File: src/rtl/axis_pkg.sv
// Shared AXI-Stream beat layout, beat-width helper and packet-release FSM states.
package axis_pkg;

   localparam int AXIS_DATA_W = 32;
   localparam int AXIS_KEEP_W = AXIS_DATA_W / 8;
   localparam int AXIS_ID_W   = 1;
   localparam int AXIS_DEST_W = 1;
   localparam int AXIS_USER_W = 1;

   typedef struct packed {
      logic [AXIS_DATA_W-1:0] data;
      logic [AXIS_KEEP_W-1:0] strb;
      logic [AXIS_KEEP_W-1:0] keep;
      logic                   last;
      logic [AXIS_ID_W-1:0]   id;
      logic [AXIS_DEST_W-1:0] dest;
      logic [AXIS_USER_W-1:0] user;
   } axis_beat_t;

   typedef enum logic [0:0] {
      ST_IDLE   = 1'b0,
      ST_STREAM = 1'b1
   } pkt_state_e;

   // Field order matches axis_beat_t: data, strb, keep, last, id, dest, user.
   function automatic int axis_beat_width(input int data_w, input int id_w,
                                          input int dest_w, input int user_w);
      return data_w + 2 * (data_w / 8) + 1 + id_w + dest_w + user_w;
   endfunction

endpackage

File: src/rtl/axis.sv
// AXI-Stream bundle with master/slave views.
interface axis #(
   parameter int DATA_WIDTH = 32,
   parameter int ID_WIDTH   = 1,
   parameter int DEST_WIDTH = 1,
   parameter int USER_WIDTH = 1
);
   logic                    tvalid;
   logic                    tready;
   logic [DATA_WIDTH-1:0]   tdata;
   logic [DATA_WIDTH/8-1:0] tstrb;
   logic [DATA_WIDTH/8-1:0] tkeep;
   logic                    tlast;
   logic [ID_WIDTH-1:0]     tid;
   logic [DEST_WIDTH-1:0]   tdest;
   logic [USER_WIDTH-1:0]   tuser;

   modport master (output tvalid, tdata, tstrb, tkeep, tlast, tid, tdest, tuser,
                   input  tready);
   modport slave  (input  tvalid, tdata, tstrb, tkeep, tlast, tid, tdest, tuser,
                   output tready);
endinterface

File: src/rtl/axis_fifo_ram.sv
// Simple dual-port beat store: one write port, one registered read port.
module axis_fifo_ram #(
   parameter int WIDTH = 48,
   parameter int DEPTH = 16
) (
   input  logic                     clk,
   input  logic                     wr_en_i,
   input  logic [$clog2(DEPTH)-1:0] wr_addr_i,
   input  logic [WIDTH-1:0]         wr_data_i,
   input  logic [$clog2(DEPTH)-1:0] rd_addr_i,
   output logic [WIDTH-1:0]         rd_data_o
);
   logic [WIDTH-1:0] mem_q [DEPTH];
   logic [WIDTH-1:0] rd_data_q;

   // Write-first on address collision so a beat written into an empty store
   // appears on the read register one cycle later.
   always_ff @(posedge clk) begin
      if (wr_en_i) begin
         mem_q[wr_addr_i] <= wr_data_i;
      end
      rd_data_q <= (wr_en_i && (wr_addr_i == rd_addr_i)) ? wr_data_i : mem_q[rd_addr_i];
   end

   assign rd_data_o = rd_data_q;

endmodule

File: src/rtl/axis_sync_fifo.sv
// Single-clock AXI-Stream FIFO with first-word-fall-through output and optional
// store-and-forward packet release.
//
//   state     | meaning
//   ST_IDLE   | nothing presented yet; wait for a whole packet or a full store
//   ST_STREAM | a packet has started leaving; keep presenting until its tlast goes
module axis_sync_fifo
   import axis_pkg::*;
#(
   parameter int DATA_WIDTH  = 32,
   parameter int ID_WIDTH    = 1,
   parameter int DEST_WIDTH  = 1,
   parameter int USER_WIDTH  = 1,
   parameter int DEPTH       = 16,
   parameter int PACKET_MODE = 0,
   parameter int AFULL_LVL   = 12
) (
   input  logic                     clk,
   input  logic                     rst,
   axis.slave                       s_axis,
   axis.master                      m_axis,
   output logic [$clog2(DEPTH):0]   count,
   output logic [$clog2(DEPTH):0]   pkt_count,
   output logic                     almost_full
);
   localparam int AW = $clog2(DEPTH);
   localparam int KW = DATA_WIDTH / 8;
   localparam int BW = axis_beat_width(DATA_WIDTH, ID_WIDTH, DEST_WIDTH, USER_WIDTH);
   localparam logic [AW:0] FULL_CNT  = (AW + 1)'(DEPTH);
   localparam logic [AW:0] AFULL_CNT = (AW + 1)'(AFULL_LVL);

   typedef struct packed {
      logic [DATA_WIDTH-1:0] data;
      logic [KW-1:0]         strb;
      logic [KW-1:0]         keep;
      logic                  last;
      logic [ID_WIDTH-1:0]   id;
      logic [DEST_WIDTH-1:0] dest;
      logic [USER_WIDTH-1:0] user;
   } beat_t;

   logic [AW:0] wr_ptr_q, wr_ptr_d;
   logic [AW:0] rd_ptr_q, rd_ptr_d;
   logic [AW:0] pkt_q, pkt_d;
   pkt_state_e  state_q, state_d;

   beat_t       wr_beat, rd_beat;
   logic [BW-1:0] rd_raw;
   logic        s_ready, m_valid;
   logic        accept, consume;
   logic        release_ok;

   assign count       = wr_ptr_q - rd_ptr_q;
   assign pkt_count   = pkt_q;
   assign almost_full = (count >= AFULL_CNT);

   assign s_ready = (count < FULL_CNT) & ~rst;
   assign accept  = s_axis.tvalid & s_ready;
   assign consume = m_valid & m_axis.tready;

   // A full store with no tlast can never complete a packet, so it is released anyway.
   assign release_ok = (PACKET_MODE == 0) || (state_q == ST_STREAM) ||
                       (pkt_q != '0) || (count == FULL_CNT);
   assign m_valid    = (count != '0) && release_ok;

   assign wr_beat = {s_axis.tdata, s_axis.tstrb, s_axis.tkeep, s_axis.tlast,
                     s_axis.tid, s_axis.tdest, s_axis.tuser};
   assign rd_beat = beat_t'(rd_raw);

   always_comb begin
      wr_ptr_d = wr_ptr_q + {{AW{1'b0}}, accept};
      rd_ptr_d = rd_ptr_q + {{AW{1'b0}}, consume};
      pkt_d    = pkt_q;
      if ((accept && s_axis.tlast) && !(consume && rd_beat.last)) begin
         pkt_d = pkt_q + 1'b1;
      end else if (!(accept && s_axis.tlast) && (consume && rd_beat.last)) begin
         pkt_d = pkt_q - 1'b1;
      end
   end

   always_comb begin
      state_d = state_q;
      case (state_q)
         ST_IDLE: begin
            if (m_valid && !(consume && rd_beat.last)) begin
               state_d = ST_STREAM;
            end
         end
         ST_STREAM: begin
            if (consume && rd_beat.last) begin
               state_d = ST_IDLE;
            end
         end
         default: state_d = ST_IDLE;
      endcase
   end

   always_ff @(posedge clk) begin
      if (rst) begin
         wr_ptr_q <= '0;
         rd_ptr_q <= '0;
         pkt_q    <= '0;
         state_q  <= ST_IDLE;
      end else begin
         wr_ptr_q <= wr_ptr_d;
         rd_ptr_q <= rd_ptr_d;
         pkt_q    <= pkt_d;
         state_q  <= state_d;
      end
   end

   // The read register always holds the beat at the post-consume head, so it is
   // the output stage itself and the head beat stays counted until consumed.
   axis_fifo_ram #(
      .WIDTH (BW),
      .DEPTH (DEPTH)
   ) u_ram (
      .clk       (clk),
      .wr_en_i   (accept),
      .wr_addr_i (wr_ptr_q[AW-1:0]),
      .wr_data_i (wr_beat),
      .rd_addr_i (rd_ptr_d[AW-1:0]),
      .rd_data_o (rd_raw)
   );

   assign s_axis.tready = s_ready;
   assign m_axis.tvalid = m_valid;
   assign m_axis.tdata  = rd_beat.data;
   assign m_axis.tstrb  = rd_beat.strb;
   assign m_axis.tkeep  = rd_beat.keep;
   assign m_axis.tlast  = rd_beat.last;
   assign m_axis.tid    = rd_beat.id;
   assign m_axis.tdest  = rd_beat.dest;
   assign m_axis.tuser  = rd_beat.user;

endmodule

File: src/flat_wrapper.sv
// flat-port wrapper written by rule: the top's interface ports become plain ports
module axis_sync_fifo_flat import axis_pkg::*;
#(
   parameter int DATA_WIDTH  = 32,
   parameter int ID_WIDTH    = 1,
   parameter int DEST_WIDTH  = 1,
   parameter int USER_WIDTH  = 1,
   parameter int DEPTH       = 16,
   parameter int PACKET_MODE = 0,
   parameter int AFULL_LVL   = 12
)
  (clk, rst, count, pkt_count, almost_full, s_axis_tvalid, s_axis_tdata, s_axis_tstrb, s_axis_tkeep, s_axis_tlast, s_axis_tid, s_axis_tdest, s_axis_tuser, s_axis_tready, m_axis_tvalid, m_axis_tdata, m_axis_tstrb, m_axis_tkeep, m_axis_tlast, m_axis_tid, m_axis_tdest, m_axis_tuser, m_axis_tready);
  axis #(.DATA_WIDTH(DATA_WIDTH), .ID_WIDTH(ID_WIDTH), .DEST_WIDTH(DEST_WIDTH), .USER_WIDTH(USER_WIDTH)) s_axis_i ();
  axis #(.DATA_WIDTH(DATA_WIDTH), .ID_WIDTH(ID_WIDTH), .DEST_WIDTH(DEST_WIDTH), .USER_WIDTH(USER_WIDTH)) m_axis_i ();
  input  logic clk;
  input  logic rst;
  output logic [$clog2(DEPTH):0] count;
  output logic [$clog2(DEPTH):0] pkt_count;
  output logic almost_full;
  input wire logic [$bits(s_axis_i.tvalid)-1:0] s_axis_tvalid;
  input wire logic [$bits(s_axis_i.tdata)-1:0] s_axis_tdata;
  input wire logic [$bits(s_axis_i.tstrb)-1:0] s_axis_tstrb;
  input wire logic [$bits(s_axis_i.tkeep)-1:0] s_axis_tkeep;
  input wire logic [$bits(s_axis_i.tlast)-1:0] s_axis_tlast;
  input wire logic [$bits(s_axis_i.tid)-1:0] s_axis_tid;
  input wire logic [$bits(s_axis_i.tdest)-1:0] s_axis_tdest;
  input wire logic [$bits(s_axis_i.tuser)-1:0] s_axis_tuser;
  output wire logic [$bits(s_axis_i.tready)-1:0] s_axis_tready;
  output wire logic [$bits(m_axis_i.tvalid)-1:0] m_axis_tvalid;
  output wire logic [$bits(m_axis_i.tdata)-1:0] m_axis_tdata;
  output wire logic [$bits(m_axis_i.tstrb)-1:0] m_axis_tstrb;
  output wire logic [$bits(m_axis_i.tkeep)-1:0] m_axis_tkeep;
  output wire logic [$bits(m_axis_i.tlast)-1:0] m_axis_tlast;
  output wire logic [$bits(m_axis_i.tid)-1:0] m_axis_tid;
  output wire logic [$bits(m_axis_i.tdest)-1:0] m_axis_tdest;
  output wire logic [$bits(m_axis_i.tuser)-1:0] m_axis_tuser;
  input wire logic [$bits(m_axis_i.tready)-1:0] m_axis_tready;
  assign s_axis_i.tvalid = s_axis_tvalid;
  assign s_axis_i.tdata = s_axis_tdata;
  assign s_axis_i.tstrb = s_axis_tstrb;
  assign s_axis_i.tkeep = s_axis_tkeep;
  assign s_axis_i.tlast = s_axis_tlast;
  assign s_axis_i.tid = s_axis_tid;
  assign s_axis_i.tdest = s_axis_tdest;
  assign s_axis_i.tuser = s_axis_tuser;
  assign s_axis_tready = s_axis_i.tready;
  assign m_axis_tvalid = m_axis_i.tvalid;
  assign m_axis_tdata = m_axis_i.tdata;
  assign m_axis_tstrb = m_axis_i.tstrb;
  assign m_axis_tkeep = m_axis_i.tkeep;
  assign m_axis_tlast = m_axis_i.tlast;
  assign m_axis_tid = m_axis_i.tid;
  assign m_axis_tdest = m_axis_i.tdest;
  assign m_axis_tuser = m_axis_i.tuser;
  assign m_axis_i.tready = m_axis_tready;
  axis_sync_fifo #(.DATA_WIDTH(DATA_WIDTH), .ID_WIDTH(ID_WIDTH), .DEST_WIDTH(DEST_WIDTH), .USER_WIDTH(USER_WIDTH), .DEPTH(DEPTH), .PACKET_MODE(PACKET_MODE), .AFULL_LVL(AFULL_LVL)) u_core (.clk(clk), .rst(rst), .s_axis(s_axis_i), .m_axis(m_axis_i), .count(count), .pkt_count(pkt_count), .almost_full(almost_full));
endmodule
File: config.mk
export PLATFORM = sky130hd
export DESIGN_NAME = axis_sync_fifo_flat
export DESIGN_NICKNAME = d
export VERILOG_FILES = /design/src/rtl/axis_pkg.sv /design/src/rtl/axis.sv /design/src/rtl/axis_fifo_ram.sv /design/src/rtl/axis_sync_fifo.sv /design/src/flat_wrapper.sv
export SDC_FILE = /design/constraint.sdc
export NUM_CORES = 1
export LEC_CHECK = 0
export CORE_MARGIN = 3
export CORE_UTILIZATION = 27
export DETAILED_ROUTE_END_ITERATION = 10
export HOLD_SLACK_MARGIN = 0.05
export PLACE_DENSITY = 0.48
export SLEW_MARGIN = 20
export SYNTH_ARGS = -nofsm -noshare
export SYNTH_HDL_FRONTEND = slang
export SYNTH_HIERARCHICAL = 1
export SYNTH_SLANG_ARGS = --single-unit
File: constraint.sdc
create_clock -name clk -period 7.6 [get_ports clk]
set_input_delay 1.52 -clock clk [delete_from_list [all_inputs] [get_ports clk]]
set_output_delay 1.52 -clock clk [all_outputs]
set_load 0.05 [all_outputs]
==> results of run 1 <==
## cell usage after synthesis, drive strengths merged, types with 3 or more instances
cell type    n  area, µm²
edfxtp     704      21100
mux4       176       3960
a22oi       88        661
nand2       47        176
buf         33        228
clkbuf      29        109
nor2        25       93.8
dfxtp       19        380
ha          12        150
inv          9       33.8
nor2b        9       56.3
nand3        7       35.0
xor2         7       61.3
a21oi        5       36.3
nor3         5       25.0
xnor2        5       51.3
a21o         3       23.8
## report_power, final
part | total [mW] | internal, mW | switching, mW | leakage, nW
logic | 2.67 | 1.15 | 1.51 | 2.27
registers | 4.56 | 4.46 | 0.107 | 6.49
clock network | 3.68 | 2.17 | 1.51 | 1.23
## cell families (layout without fill, tap and decap cells)
group           after synthesis  count (layout)  synth area share
compound gates              102             102            0.0279
xor+xnor                     12              12           0.00411
fa+ha+maj                    14              14           0.00694
buf+inv                      71             290            0.0135
flops                       723             723             0.785
mux                         178             178             0.145
simple gates                103             103            0.0166
## metal layers
metal	vias to the layer above	share of wire	routed length, µm
li1	5425	-	-
met1	6799	0.43	27100
met2	261	0.51	32200
met3	95	0.039	2470
met4	2	0.021	1310
met5	-	0.00027	17
## metrics by stage
stage	setup slack, ns	hold WS [ns]	power (mW)	utilization
2_1_floorplan	1.27	0.468	6.56	-
3_3_place_gp	2.47	0.506	7.38	0.301
3_5_place_dp	2.32	0.518	7.39	0.301
4_1_cts	1.96	0.528	11.1	0.326
5_1_grt	1.84	0.552	11.4	0.326
6_report	2.16	0.527	10.9	0.326
## cell type report
cell class,count,area [µm²],area share
Clock buffer,99,2140,0.0652
Inverter,9,33.8,0.00103
Timing Repair Buffer,136,1370,0.0418
Multi-Input combinational cell,409,5640,0.172
Tap cell,1357,1700,0.0518
Sequential cell,723,21500,0.657
Clock inverter,46,359,0.0110
## path summary, 6_finish.rpt
check	endpoint	slack, ns	depth (start not counted)
worst min-delay path	register	0.53	1
worst min register to register	register	0.53	1
worst max-delay path	m_axis_tstrb[1]	2.16	6
worst max register to register	u_core/u_ram/mem_q[15][9]$_DFFE_PP_	3.25	11
## state kept, by name, summed over array words and instances, names as in the netlist, named ones only
signal / count
u_core/pkt_count: 5
u_core/rd_ptr_q: 5
u_core/u_ram/mem_q: 704
u_core/wr_ptr_q: 5
==> results.json, run 1 <==
{
  "status": "finished clean",
  "avgSynthCellArea_um2": 22.8,
  "met1_usage": 0.157,
  "critPathMaxFanout": 26,
  "wl_per_cell_um": 22.7,
  "core_um2": 100000,
  "antenna_cells": 0,
  "synth_warnings": 6,
  "worstReg2RegStart": "u_core/wr_ptr_q[0]$_SDFF_PP0_",
  "drv_slew": 0,
  "gr-usage-met3": 0.0223,
  "placed_cells": 2632,
  "final_nets": 1421,
  "crit_path_end_kind": "primary output",
  "worst_slew_pin_slew_ns": 1.09,
  "synth_area_um2": 27400,
  "num_vias": 12582,
  "ys.flop_type": "edfxtp_1",
  "first_global_vias": 13767,
  "max_cap_violations": 0,
  "slowest_stage": "dfxtp_4",
  "hold_viol": 0,
  "cp.arrival_ns": 3.92,
  "setup_tns_ns": 0,
  "fp.dieH_um": 325,
  "start_kind": "register",
  "design_area_um2": 32800,
  "ios": 105,
  "synth_cell_types": 39,
  "yosysSeqAreaShare": 0.785,
  "num_rows": 116,
  "synth_fp_nets": 1265,
  "insertion_delay_ns": 0.61,
  "portBuffers": 104,
  "fin_crit_sh": 0.716,
  "top_usage_layer": "met2",
  "final_cell_mix": "704 x edfxtp_1, 176 x mux4_2, 104 x clkdlybuf4s50_1",
  "clk_pin_slew_ns": 0.06,
  "synth_edf_count": 704,
  "worstPathBufferInverterCount": 3,
  "cts_root_buffer": "clkbuf_16",
  "drt_iter0_drc": 827,
  "synth-async-reset-ratio": 0,
  "postCtsSetupBuffers": 0,
  "drt-total-wl_um": 63100,
  "final_common_cell": "edfxtp_1",
  "htreeDepth": 3,
  "cts_sinks": 723,
  "setup_violations": 0,
  "firstDrtPassIters": 5,
  "placed_area_um2": 30200,
  "worst_clock_skew_ns": 0.0186,
  "drc_errors": 0,
  "slew_headroom": 0.271,
  "syn_inst": 1203,
  "cp_slowest_stage_delay_ns": 0.75,
  "fin_crit_ns": 5.44,
  "rsz0062_at_grt": "no",
  "initial_core_util": 0.273,
  "routed_via_density": 4.53,
  "cts_inserted_buffers": 80,
  "cts_hold_buf": 0,
  "die_x_um": 325,
  "critical_path_class": "reg -> out",
  "min_from": "u_core/rd_ptr_q[3]$_SDFF_PP0_",
  "synth-seq-cells": 723,
  "drive_gt1_frac": 0.244,
  "cp_cell_sequence": "buf_12 > buf_4 > mux4_2 > a22oi_1 > nand2_1 > clkdlybuf4s50_1",
  "met2_usage": 0.206,
  "gp_congestion": 0.691,
  "grt_pass1_wl_um": 94600,
  "final_cells": 2779,
  "fmax_mhz": 184,
  "ir_drop_uv": 157,
  "syn2layout_area_growth_pct": 19.6,
  "power_leakage_nw": 9.99,
  "num-fill-cells": 9604,
  "grt_util_all_layers": 0.120,
  "power.density_nw_per_um2": 333,
  "post_cts_resized": 0,
  "grt_max_degree": 79,
  "die_area_um2": 105000,
  "cts_tree": "done",
  "antenna_found_initial": 1,
  "holdCritPathClass": "reg -> reg",
  "antenna_left": 0,
  "dp_hpwl_um": 35900,
  "crit_family": "buffers and inverters",
  "critPathRequiredTime_ns": 6.08,
  "grt_overflow": 0,
  "cts_buffer_depth": 3
}
Note: power is estimated with default switching activity, not from simulation.
==> run 2: changes to the inputs <==
--- a/config.mk
+++ b/config.mk
@@ -9,7 +9,7 @@
 export CORE_UTILIZATION = 27
 export DETAILED_ROUTE_END_ITERATION = 10
 export HOLD_SLACK_MARGIN = 0.05
-export PLACE_DENSITY = 0.48
+export PLACE_DENSITY = 0.49
 export SLEW_MARGIN = 20
 export SYNTH_ARGS = -nofsm -noshare
 export SYNTH_HDL_FRONTEND = slang
==> constraint.sdc (replaced) <==
create_clock -name clk -period 4.6 [get_ports clk]
set_input_delay 0.92 -clock clk [delete_from_list [all_inputs] [get_ports clk]]
set_output_delay 0.92 -clock clk [all_outputs]
set_load 0.05 [all_outputs]
==> run 2 against run 1 <==
Net effect: register-to-register slack worse by 2.4 ns; clock power up 70%; final cell count up 0.61%.
==> results.json, run 2 (synthesized netlist as in run 1, its figures left out) <==
{
  "status": "finished clean",
  "clk_pin_slew_ns": 0.06,
  "cp.arrival_ns": 3.43,
  "clkPwrFrac": 0.345,
  "p_seq_frac": 0.411,
  "drive_gt1_frac": 0.253,
  "cts_tree": "done",
  "regMostFlops": "u_core/u_ram/mem_q",
  "num_vias": 12544,
  "ios": 105,
  "critPathRequiredTime_ns": 3.68,
  "insertion_delay_ns": 0.62,
  "ir_drop_uv": 261,
  "drv_slew": 0,
  "ff2ff_setup_slack_ns": 0.81,
  "die_x_um": 325,
  "layout_setup_ws_ns": 0.248,
  "whs_path_depth": 2,
  "start_kind": "register",
  "drc_errors": 0,
  "dp_hpwl_um": 33900,
  "drt-total-wl_um": 63000,
  "critPathMaxFanout": 9,
  "holdCritPathClass": "reg -> reg",
  "rr_worst_depth": 11,
  "firstDrtPassIters": 4,
  "hold_end": "u_core/pkt_count[3]$_SDFFE_PP0P_",
  "post_cts_resized": 0,
  "preCtsSetupSlack_ns": 0.763,
  "antenna_left": 0,
  "wl_per_cell_um": 22.5,
  "initial_core_util": 0.273,
  "worst_clock_skew_ns": 0.0168,
  "core_um2": 100000,
  "slew_headroom": 0.544,
  "first_global_vias": 13676,
  "antenna_found_initial": 4,
  "grt_max_degree": 64,
  "syn2layout_area_growth_pct": 21.1,
  "worstReg2RegStart": "u_core/wr_ptr_q[0]$_SDFF_PP0_",
  "hold_viol": 0,
  "num_rows": 116,
  "cts_sinks": 723,
  "critical_path_class": "reg -> out",
  "final_common_cell": "edfxtp_1",
  "portBuffers": 104,
  "worst_slew_pin_slew_ns": 0.679,
  "htreeDepth": 3,
  "power_leakage_nw": 10.1,
  "rsz0062_at_grt": "no",
  "cts_root_buffer": "clkbuf_16",
  "final_nets": 1437,
  "grt_util_all_layers": 0.120,
  "grt_pass1_wl_um": 93600,
  "routed_via_density": 4.49,
  "cts_inserted_buffers": 80,
  "max_cap_violations": 0,
  "die_area_um2": 105000,
  "power_frac_comb": 0.245,
  "r2r_end": "u_core/u_ram/mem_q[5][20]$_DFFE_PP_",
  "fin_crit_ns": 4.35,
  "cts_hold_buf": 0,
  "final_cell_mix": "704 x edfxtp_1, 176 x mux4_2, 104 x clkdlybuf4s50_1",
  "cts_buffer_depth": 3,
  "crit_path_end_kind": "primary output",
  "min_from": "u_core/pkt_count[3]$_SDFFE_PP0P_",
  "setup_violations": 0,
  "placed_area_um2": 30600,
  "postCtsSetupBuffers": 0,
  "gp_congestion": 0.676,
  "power.switching_mw": 5.17,
  "fp.dieH_um": 325,
  "fmax_mhz": 230,
  "fin_crit_sh": 0.946,
  "p_int_mw": 13.0,
  "design_area_um2": 33200,
  "setup_tns_ns": 0,
  "sw_frac_of_total": 0.284,
  "drt_iter0_drc": 891,
  "grt_overflow": 0,
  "power.density_nw_per_um2": 548,
  "largest_reg_flops": 704
}
==> run 2: changes by cell type in the layout (fill, tap and decap cells not counted), sizes merged <==
cell and change:
clkinv -4, diode +1, buf +16, clkbuf -4
bufinv +3, clkinvlp +5
==> run 2: worst max-delay path, stage by stage, from the launching register on <==
cell and delay, ns:
dfxtp_1 0.56, inv_1 0.08, ha_1 0.22, inv_1 0.07, fa_1 0.42, or3_1 0.42
or3_1 0.31, clkdlybuf4s50_1 0.71
==> run 2: cell type report <==
class | instances | area [µm²]
Timing Repair Buffer | 152 | 1680
Tap cell | 1357 | 1700
Antenna cell | 1 | 2.50
Sequential cell | 723 | 21500
Clock buffer | 95 | 2060
Clock inverter | 50 | 546
Multi-Input combinational cell | 409 | 5650
Inverter | 9 | 33.8
Fill cell | 9533 | 67200
==> run 2: per-layer routing <==
metal / part of all wire / GRT usage
met1: 0.42 / 0.150
met2: 0.52 / 0.211
met3: 0.040 / 0.0226
met4: 0.020 / 0.0334
met5: 0.00043 / 0
==> run 2: worst max path at each step <==
stage               slack [ns]                             endpoint  cells after the start                     startpoint
floorplan                -1.16   u_core/u_ram/mem_q[4][0]$_DFFE_PP_                     10  u_core/wr_ptr_q[0]$_SDFF_PP0_
global route              0.08                        m_axis_tvalid                      7  u_core/wr_ptr_q[0]$_SDFF_PP0_
finish                    0.25                        m_axis_tvalid                      7  u_core/wr_ptr_q[0]$_SDFF_PP0_
CTS                       0.18                        m_axis_tvalid                      7  u_core/wr_ptr_q[0]$_SDFF_PP0_
global placement          0.79                        m_axis_tvalid                      7  u_core/wr_ptr_q[0]$_SDFF_PP0_
detailed placement        0.76  u_core/u_ram/mem_q[5][15]$_DFFE_PP_                     11  u_core/wr_ptr_q[0]$_SDFF_PP0_
==> run 2: power groups by stage <==
| stage | logic, mW | clock network (mW) | registers (mW) |
|---|---|---|---|
| floorplan | 3.25 | 0 | 7.58 |
| global placement | 4.56 | 0 | 7.61 |
| detailed placement | 4.57 | 0 | 7.62 |
| CTS | 4.58 | 6.47 | 7.48 |
| global route | 4.77 | 6.74 | 7.49 |
| finish | 4.45 | 6.27 | 7.48 |
==> run 2: per-stage QoR <==
step                      utilization  hold WS (ns)  cells  power, mW
after floorplan                     -         0.468   1203       10.8
after global placement          0.305         0.518   2650       12.2
after detailed placement        0.305         0.512   2650       12.2
after CTS                       0.330         0.528   2795       18.5
after global routing            0.330         0.562   2795       19.0
final                           0.330         0.523   2796       18.2
==> run 3: changes to the inputs <==
--- a/config.mk
+++ b/config.mk
@@ -5,6 +5,7 @@
 export SDC_FILE = /design/constraint.sdc
 export NUM_CORES = 1
 export LEC_CHECK = 0
+export ABC_CLOCK_PERIOD_IN_PS = 4600
 export CORE_MARGIN = 3
 export CORE_UTILIZATION = 27
 export DETAILED_ROUTE_END_ITERATION = 10
==> results of run 3 <==
No change in the layout: final DEF, timing and power equal those of run 2.
